[src/rtl/vr_pkg.sv]
// rtl/vr_pkg.sv - shared write-port operation encodings for the register bank
package vr_pkg;

    typedef logic [1:0] op_t;

    localparam op_t OP_HOLD = 2'b00;
    localparam op_t OP_LOAD = 2'b01;
    localparam op_t OP_INC  = 2'b10;
    localparam op_t OP_CLR  = 2'b11;

endpackage

[src/rtl/register_bank_next.sv]
// rtl/register_bank_next.sv - next-value logic for one entry under a write-port op
module register_bank_next
    import vr_pkg::*;
#(
    parameter int DATA_WIDTH = 8
) (
    input  logic [1:0]            op,
    input  logic [DATA_WIDTH-1:0] cur_value,
    input  logic [DATA_WIDTH-1:0] data_in,
    output logic [DATA_WIDTH-1:0] next_value,
    output logic                  wrap
);

    always_comb begin
        next_value = cur_value;
        wrap       = 1'b0;
        case (op)
            OP_LOAD: next_value = data_in;
            OP_INC: begin
                next_value = cur_value + DATA_WIDTH'(1);
                wrap       = &cur_value;
            end
            OP_CLR:  next_value = '0;
            default: next_value = cur_value;
        endcase
    end

endmodule

[src/rtl/register_bank.sv]
// rtl/register_bank.sv - register bank with load/inc/clear write port and two registered read ports
module register_bank
    import vr_pkg::*;
#(
    parameter int                       DATA_WIDTH  = 8,
    parameter int                       ADDR_WIDTH  = 3,
    parameter logic [DATA_WIDTH-1:0]    RESET_VALUE = '0,
    parameter int                       BYPASS      = 1
) (
    input  logic                        clk,
    input  logic                        rst,
    input  logic [1:0]                  op,
    input  logic [ADDR_WIDTH-1:0]       wr_addr,
    input  logic [DATA_WIDTH-1:0]       data_in,
    input  logic                        clear_all,
    input  logic [ADDR_WIDTH-1:0]       rd_addr_a,
    input  logic [ADDR_WIDTH-1:0]       rd_addr_b,
    output logic [DATA_WIDTH-1:0]       data_out_a,
    output logic [DATA_WIDTH-1:0]       data_out_b,
    output logic [2**ADDR_WIDTH-1:0]    valid,
    output logic                        inc_wrap
);

    localparam int DEPTH = 2**ADDR_WIDTH;

    logic [DATA_WIDTH-1:0] mem [DEPTH];
    logic [DATA_WIDTH-1:0] wr_next;
    logic                  wr_wrap;
    logic [DATA_WIDTH-1:0] rd_a_next;
    logic [DATA_WIDTH-1:0] rd_b_next;

    register_bank_next #(
        .DATA_WIDTH (DATA_WIDTH)
    ) u_next (
        .op         (op),
        .cur_value  (mem[wr_addr]),
        .data_in    (data_in),
        .next_value (wr_next),
        .wrap       (wr_wrap)
    );

    // A colliding read sees the same post-op value that is being written.
    always_comb begin
        rd_a_next = mem[rd_addr_a];
        rd_b_next = mem[rd_addr_b];
        if (BYPASS != 0 && op != OP_HOLD) begin
            if (rd_addr_a == wr_addr) rd_a_next = wr_next;
            if (rd_addr_b == wr_addr) rd_b_next = wr_next;
        end
    end

    always_ff @(posedge clk) begin
        if (rst) begin
            for (int i = 0; i < DEPTH; i++) mem[i] <= RESET_VALUE;
            valid      <= '0;
            data_out_a <= '0;
            data_out_b <= '0;
            inc_wrap   <= 1'b0;
        end else if (clear_all) begin
            for (int i = 0; i < DEPTH; i++) mem[i] <= '0;
            valid      <= '0;
            inc_wrap   <= 1'b0;
            data_out_a <= (BYPASS != 0) ? '0 : mem[rd_addr_a];
            data_out_b <= (BYPASS != 0) ? '0 : mem[rd_addr_b];
        end else begin
            mem[wr_addr] <= wr_next;
            case (op)
                OP_LOAD, OP_INC: valid[wr_addr] <= 1'b1;
                OP_CLR:          valid[wr_addr] <= 1'b0;
                default:         ;
            endcase
            inc_wrap   <= wr_wrap;
            data_out_a <= rd_a_next;
            data_out_b <= rd_b_next;
        end
    end

endmodule

[config.mk]
export PLATFORM = sky130hd
export DESIGN_NAME = register_bank
export DESIGN_NICKNAME = d
export VERILOG_FILES = /design/src/rtl/vr_pkg.sv /design/src/rtl/register_bank_next.sv /design/src/rtl/register_bank.sv
export SDC_FILE = /design/constraint.sdc
export NUM_CORES = 1
export LEC_CHECK = 0
export CAP_MARGIN = 20
export CORE_ASPECT_RATIO = 0.5
export CORE_UTILIZATION = 45
export CTS_BUF_LIST = sky130_fd_sc_hd__clkbuf_16
export DETAILED_ROUTE_END_ITERATION = 10
export REMOVE_ABC_BUFFERS = 1
export SLEW_MARGIN = 15
export SYNTH_ARGS = -nofsm -noshare
export SYNTH_HDL_FRONTEND = slang
export SYNTH_HIERARCHICAL = 1
export SYNTH_SLANG_ARGS = --single-unit
[constraint.sdc]
create_clock -name clk -period 6.1 [get_ports clk]
set_input_delay 1.22 -clock clk [delete_from_list [all_inputs] [get_ports clk]]
set_output_delay 1.22 -clock clk [all_outputs]
set_load 0.05 [all_outputs]
## Word level (Yosys, flattened, before mapping)

Memories as Yosys holds them, arrays and structs flattened.
Cells that the tools add are included.

- Flip-flop bits (word level): 25
- Bits in latches: 0
- RAM bits: 64
- Bits in read-only memories: 0
- Input port bits: 22
- Output and inout bits: 25
- Logic and storage cells: 60
- Memories kept: 1

Memories:

| memory | depth | bits a word | rd ports | clocked after memory_dff | wr ports | RTL line | text |
|---|---|---|---|---|---|---|---|
| mem | 8 | 8 | 3 | 0 | 8 | register_bank.sv:26 | `logic [DATA_WIDTH-1:0] mem [DEPTH];` |

- Add/subtract/negate cells: 1
- Multiply operators: 0
- Divide/modulo/power cells: 0
- $lt $le $gt $ge: 2
- Equality and inequality tests: 5
- Shift-type cells: 0
- Multiplexer cells: 27
- Bitwise operators: 12
- Reduce and logical (&&, ||, !) cells: 8

Operators with widths:

| kind | number |
|---|---|
| $mux 8 | 13 |
| $pmux 8 s3 | 1 |
| $pmux 8 s2 | 1 |
| $mux 1 | 10 |
| $add 8x1->8 const B | 1 |
| $and 8x8->8 | 1 |
| $not 8->8 | 1 |
| $or 1x1->1 | 8 |
| $or 8x8->8 | 1 |
| $reduce_and 8->1 | 1 |
| $reduce_or 8->1 | 1 |
| $eq 3x3->1 | 2 |
| $eq 2x2->1 const B | 2 |
| $lt 3x4->1 const B | 1 |
| $reduce_bool 2->1 | 2 |
| $reduce_or 2->1 | 2 |
| $demux 1 s3 | 1 |
| $ge 3x1->1 const B | 1 |
| $mux 3 | 1 |
| $reduce_or 3->1 | 1 |
| $eq 2x1->1 const B | 1 |
| $logic_and 1x1->1 | 1 |
| $not 1->1 | 1 |

## Longest topological paths before layout

Gate-level depths: netlist of the first run.

- Depth in word-level cells: 7
- Depth in mapped cells: 12
- Depth with buffers taken out: 10

## Hierarchy

The synthesis of the first run kept the hierarchy.

By module, submodules not included:

| module | times used | cells an instance | area an instance (sq um) | sequential area each (sq um) |
|---|---|---|---|---|
| register_bank | 1 | 379 | 4894.7 | 2422.3 |
| register_bank_next | 1 | 47 | 311.5 | 0.0 |

## Worst setup path before layout of the first run

OpenSTA, ideal clock, no wires.

- Kind: input to register
- Start point: input port wr_addr[0]
- End point: memory mem[0][6], data pin
- Library setup time: 134 ps
- Arrival: 3424 ps
- Data required time: 5966 ps
- Setup slack: 2542 ps
- Stages: 11
- Buffers on the path: 2
- Path through: buf_4 inv_1 nor3_4 clkbuf_2 a22oi_1 o21ai_0 ha_1 nand2_2 or4_1 o211ai_1 and3_1

RTL lines:

| element | RTL line | text |
|---|---|---|
| from (decl) | register_bank.sv:13 | `input logic [ADDR_WIDTH-1:0] wr_addr,` |
| to (decl) | register_bank.sv:26 |  |

## Worst setup path after layout of the first run

- Start point: input port wr_addr[0]
- End point: register data_out_b[6]

- Cells in the longest elaborated chain, start to end: 5
- Elaborated cells between the ends (all ways): 6
- Those cells by class: add/sub: 1; eq/ne: 1; mux: 3; memory: 1

Ends and longest elaborated chain:

| element | RTL line | text |
|---|---|---|
| $mem_v2 8x8 (*) | -- |  |
| $add 8x1->8 | register_bank_next.sv:20 | `next_value = cur_value + DATA_WIDTH'(1);` |
| $pmux 8 s3 (*) | register_bank_next.sv:17 | `case (op)` |
| via wr_next[6] | register_bank.sv:27 | `logic [DATA_WIDTH-1:0] wr_next;` |
| $mux 8 (*) | register_bank.sv:48 | `if (rd_addr_b == wr_addr) rd_b_next = wr_next;` |
| $mux 8 (*) | register_bank.sv:46 | `if (BYPASS != 0 && op != OP_HOLD) begin` |
| to (signal assigned) | register_bank.sv:64 | `data_out_b <= (BYPASS != 0) ? '0 : mem[rd_addr_b];` |
| to (signal assigned) | register_bank.sv:74 | `data_out_b <= rd_b_next;` |
| to (decl) | register_bank.sv:19 | `output logic [DATA_WIDTH-1:0] data_out_b,` |

The timed path passes the listed nets; every way through them passes the cells marked *.
A chain may end at the register's enable or synchronous reset.

==> results.yml, run 1 <==
power_and_ir_drop:
  p_seq_share_pct: 46.7
  netSwitchingPower_mw: 0.4057
  leakage_nw: 2.351
  combinationalPowerShare_pct: 16.8
  power_frac_clock_pct: 36.5
  swShare_pct: 27.17
  ir_worst_vdd_mv: 0.1193
  p_int_mw: 1.087
  powerDensity_nw_per_um2: 248.5
layout:
  antenna_cells: 0
  drive_gt1_share_pct: 16.85
  nFillCells: 926
  multi_input_area_sq_um: 2532
  regArea_sq_um: 2422
  syn_to_final_growth_pct: 15.43
  nets: 481
  final-instance-count-excl-fill: 608
clock_tree:
  ctsHoldBuffers: 0
  post_cts.repair.setup_buffers: 0
  cts-resized-gates: 0
  clk_path_buf_depth: 2
  clock-sinks: 89
  cts_max_level: 3
  cts_root_buffer: "clkbuf_16"
  cts.clk_slew.worst_paths_ns: 0.06
  clock_latency_ns: 0.34
  cts_tree: "yes"
  cts_made_buffers: 9
synthesis:
  ys_seq_area_share_pct: 46.53
  synth.distinct_cells: 53
  synth-simple-area-share_pct: 15.28
  synthAdderAreaFrac_pct: 0.2403
  async_flop_share_pct: 0
  synth_edf_count: 64
  synth.cell_area_sq_um: 5206
  synth_xor_area_share_pct: 1.009
  syn_inst: 426
  synth_top_family_by_area: "multiplexers"
  yosysWarnings: 6
  synth_compound_area_share_pct: 11.87
  synth_seq_cells: 89
  synthFlopType: "edfxtp_1"
  synthMuxAreaShare_pct: 20.09
  postSynthAreaPerCell_sq_um: 12.22
sta:
  skew_ns: 0.008570
  fmax_ghz: 0.2046
  period_needed_ns: 4.889
  worst_pin_slew_ns: 1.149
  maxSlewViolCount: 0
  max_slew_margin_pct: 23.18
  grt_setup_unrepaired: "false"
  setup_tns_ns: 0
  hold_viol: 0
  whs_ns: 0.5201
  post-route-period-util_pct: 80.14
  setup-violations-final: 0
global_routing:
  antenna_found_initial: 0
  grt_use_total_pct: 27.66
  first_global_vias: 3886
  grt_max_degree: 82
  grt_pass1_wl_microns: 23710
  grt_overflow: 0
floorplan:
  dieArea_sq_um: 12030
  die_w_microns: 154.1
  start_util_pct: 46.84
  ios: 47
  die-height_microns: 78.06
  core_area_sq_um: 11110
  core.rowCount: 27
routing:
  wl_met1_microns: 6824
  drt_iter0_markers: 371
  dr_wl_met3_microns: 1610
  drc: 0
  ant_nets: 0
  vias_per_cell: 6.607
  maxUsedRoutingLayer: "met4"
  vias: 4017
  wirelength_microns: 15860
  dr_wl_met2_microns: 7171
  post_drt_wl_per_cell_microns: 26.08
  dr.pass1.iters: 5
hold_path:
  hold_path_class: "reg -> reg"
flow_run:
  maxCapViolCount: 0
critical_path:
  cp_max_fo: 18
  criticalPathCategory: "in -> reg"
  end_kind: "flop"
  startpoint_type: "input port"
  critPathRequiredTime_ns: 6.36
  crit_arrival_ns: 5.15
place:
  place_congestion: 0.9105
  dp_cells: 592
  dpl.hpwl_microns: 10370
  portBuffers: 46
run_status:
  status: "finished, final reports clean"
-- layout by cell type, fill, tap and decap left out, types with 13 or more instances in the layout --
master            n
edfxtp_1         64
mux4_2           32
mux2i_1          28
buf_4            14
and2_1           13
a21oi_1          26
dfxtp_1          25
and3_1           56
o21ai_0          15
clkdlybuf4s50_1  46
-- power by group through the flow --
| stage | Combinational [mW] | Sequential [mW] | Clock, mW |
|---|---|---|---|
| 6_report | 0.251 | 0.698 | 0.544 |
| 5_1_grt | 0.265 | 0.700 | 0.572 |
| 4_1_cts | 0.246 | 0.697 | 0.553 |
| 3_5_place_dp | 0.246 | 0.710 | 0 |
| 3_3_place_gp | 0.242 | 0.709 | 0 |
| 2_1_floorplan | 0.118 | 0.724 | 0 |
-- sequential cells by signal (all words and copies together) (netlist names), named ones only --
register / flops
data_out_a: 8
data_out_b: 8
inc_wrap: 1
mem: 64
-- critical path, cell delays in order --
cell	delay, ns
clkdlybuf4s50_1	0.85
inv_1	0.44
and2_1	0.64
a22oi_1	0.22
nand3_1	0.24
ha_1	0.27
nand2_2	0.09
or4_1	0.52
o211ai_1	0.33
o21ai_0	0.18
a21oi_1	0.15
-- path summary, 6_finish.rpt --
check	slack, ns	cells past startpoint	start	end
min reg2reg	0.52	2	flop	flop
max reg2reg	3.26	10	mem[0][0]	data_out_b[6]
max	1.21	11	wr_addr[0]	data_out_b[6]
min	0.52	2	flop	flop
-- cell usage after synthesis, types with 3 or more instances --
cell / count / area (sq um)
a211oi_1: 9 / 67.56
a21oi_1: 26 / 130.1
a22o_1: 4 / 35.03
a22oi_1: 11 / 82.58
and2_1: 13 / 81.33
and3_1: 56 / 350.3
buf_2: 12 / 60.06
buf_4: 6 / 45.04
buf_6: 7 / 78.83
clkbuf_1: 9 / 33.78
clkbuf_2: 3 / 15.01
dfxtp_1: 25 / 500.5
edfxtp_1: 64 / 1922
inv_1: 5 / 18.77
mux2_2: 4 / 45.04
mux2i_1: 28 / 280.3
mux4_2: 32 / 720.7
nand2_1: 11 / 41.29
nand2b_1: 7 / 43.79
nand3_1: 8 / 40.04
nor2_1: 4 / 15.01
nor2b_1: 4 / 25.02
nor3b_1: 3 / 22.52
o211ai_1: 6 / 45.04
o21ai_0: 17 / 85.08
o21ai_1: 4 / 20.02
o22ai_1: 4 / 25.02
o2bb2ai_1: 3 / 26.28
xnor2_1: 6 / 52.55
-- cell type report --
type	instances	area share (%)
timing repair buffer	60	9.411
tap	145	3.019
clock inverter	7	1.062
clock buffer	9	3.748
inverter	5	0.3123
sequential	89	40.31
multi-input combinational	293	42.14
-- stage by stage --
| stage | worst slack, ns | util [%] | power (mW) | instance area, sq um |
|---|---|---|---|---|
| floorplan | 1.735 | - | 0.8422 | 4966 |
| global placement | 1.039 | 51.47 | 0.9506 | 5720 |
| detailed placement | 0.9735 | 51.47 | 0.9556 | 5720 |
| CTS | 1.334 | 54.07 | 1.496 | 6010 |
| global route | 0.9999 | 54.07 | 1.537 | 6010 |
| finish | 1.211 | 54.07 | 1.493 | 6010 |
-- cells by family after synthesis --
family | Yosys count
and+or+nand+nor | 126
AOI/OAI and AO/OA | 96
DFF | 89
muxes | 64
buffers and inverters | 44
xor gates and xnor gates | 6
adders and majority gates | 1
-- metal layers --
layer  vias up  GRT usage (%)
li1       1750              -
met1      1996          38.37
met2       250          43.09
met3        21          7.068
met4         0          7.900
met5         -              0
No activity file was read; power rests on OpenSTA's default activity.
==> inputs of run 2 (changes only) <==
==> constraint.sdc (replaced) <==
create_clock -name clk -period 5.09 [get_ports clk]
set_input_delay 1.018 -clock clk [delete_from_list [all_inputs] [get_ports clk]]
set_output_delay 1.018 -clock clk [all_outputs]
set_load 0.05 [all_outputs]
==> results.yml, run 2 (synthesized netlist as in run 1, its figures left out) <==
clock_tree:
  cts.clk_slew.worst_paths_ns: 0.06
  clock-sinks: 89
  cts_tree: "yes"
  clock_latency_ns: 0.35
  cts-resized-gates: 0
  post_cts.repair.setup_buffers: 0
  ctsHoldBuffers: 0
  clk_path_buf_depth: 2
  cts_made_buffers: 9
  cts_root_buffer: "clkbuf_16"
  cts_max_level: 3
place:
  place_congestion: 0.9171
  placed_cell_area_sq_um: 5758
  portBuffers: 46
  dpl.hpwl_microns: 11020
layout:
  drive_gt1_share_pct: 17.95
  regMostFlops: "mem"
  antenna_cells: 0
  design_area_sq_um: 6053
  nets: 486
  syn_to_final_growth_pct: 16.27
  largest_register_ffs: 64
  final_util_pct: 54.46
  final_common_cell: "edfxtp_1"
  layout_common_cells: "edfxtp_1 (64), and3_1 (56), clkdlybuf4s50_1 (46)"
  top_regs: "mem (64), data_out_a (8), data_out_b (8)"
global_routing:
  grt_pass1_wl_microns: 25000
  grt_use_total_pct: 28.88
  grt_max_degree: 50
  first_global_vias: 4003
  antenna_found_initial: 0
  grt_overflow: 0
sta:
  skew_ns: 0.006521
  setup_tns_ns: 0
  hold_viol: 0
  max_slew_margin_pct: 23.01
  setup-violations-final: 0
  fmax_ghz: 0.2401
  whs_ns: 0.5243
  period_needed_ns: 4.166
  post-route-period-util_pct: 81.84
  grt_setup_unrepaired: "false"
  maxSlewViolCount: 0
  worst_pin_slew_ns: 1.151
critical_path:
  startpoint_type: "input port"
  max_stage_delay_ns: 0.74
  critPathRequiredTime_ns: 5.35
  cp_top_family: "compound AO/OA/AOI/OAI gates"
  end_kind: "flop"
  criticalPathCategory: "in -> reg"
  cp_cell_sequence: "clkdlybuf4s50_1 > nor2b_2 > a22oi_1 > o2111ai_1 > nand4_1 > or4_1 > o211ai_1 > o21ai_0 > a21oi_1"
  crit_arrival_ns: 4.43
  r2r-start: "mem[7][0]"
  cp_max_fo: 10
  r2r_setup_slack_ns: 2.36
  crit_buf_inv: 1
  crit_slowest_cell: "clkdlybuf4s50_1"
  crit_start: "wr_addr[1]"
routing:
  drc: 0
  vias_per_cell: 6.749
  post_drt_wl_per_cell_microns: 26.96
  wirelength_microns: 16530
  ant_nets: 0
  vias: 4137
  dr.pass1.iters: 5
  drt_iter0_markers: 577
power_and_ir_drop:
  leakage_nw: 2.383
  powerDensity_nw_per_um2: 299.7
  p_total_mw: 1.814
  ir_worst_vdd_mv: 0.1528
floorplan:
  dieArea_sq_um: 12030
  die-height_microns: 78.06
  core_area_sq_um: 11110
  die_w_microns: 154.1
  start_util_pct: 46.84
  core.rowCount: 27
  ios: 47
flow_run:
  maxCapViolCount: 0
run_status:
  status: "finished, final reports clean"
hold_path:
  hold_path_class: "reg -> reg"
-- run 2: worst min-delay path, cell delays in order (launching register included) --
cell and delay, ns:
dfxtp_1 0.31, a21oi_1 0.11, a211oi_1 0.06
-- run 2: area by class of cell --
cell class | count | area, sq um
fill | 933 | 5061
multi-input combinational | 293 | 2532
sequential | 89 | 2422
timing repair buffer | 65 | 603.1
clock buffer | 9 | 225.2
tap | 145 | 181.4
clock inverter | 7 | 70.07
inverter | 5 | 18.77
-- run 2: per-stage QoR --
| stage | setup slack, ns | cells |
|---|---|---|
| floorplan | 0.9269 | 387 |
| global placement | 0.7574 | 597 |
| detailed placement | 0.7405 | 597 |
| CTS | 1.080 | 613 |
| global route | 0.7765 | 613 |
| finish | 0.9243 | 613 |
-- run 2: power by group --
part | switching [mW] | total, mW | internal (mW) | leakage [nW]
Sequential | 0.0258 | 0.837 | 0.811 | 0.923
Combinational | 0.188 | 0.307 | 0.119 | 1.31
Clock | 0.290 | 0.670 | 0.381 | 0.151
-- run 2: final timing paths --
kind / cells past startpoint / end
setup / recovery: 9 / data_out_a[7]
hold / removal: 2 / flop
setup reg to reg: 10 / data_out_a[4]
hold reg to reg: 2 / flop
-- run 2: routing by layer --
layer	track usage (%)	share of wire, %
met3	7.013	12
met4	11.30	2.7
met2	44.18	45
met5	0	0
met1	39.87	40
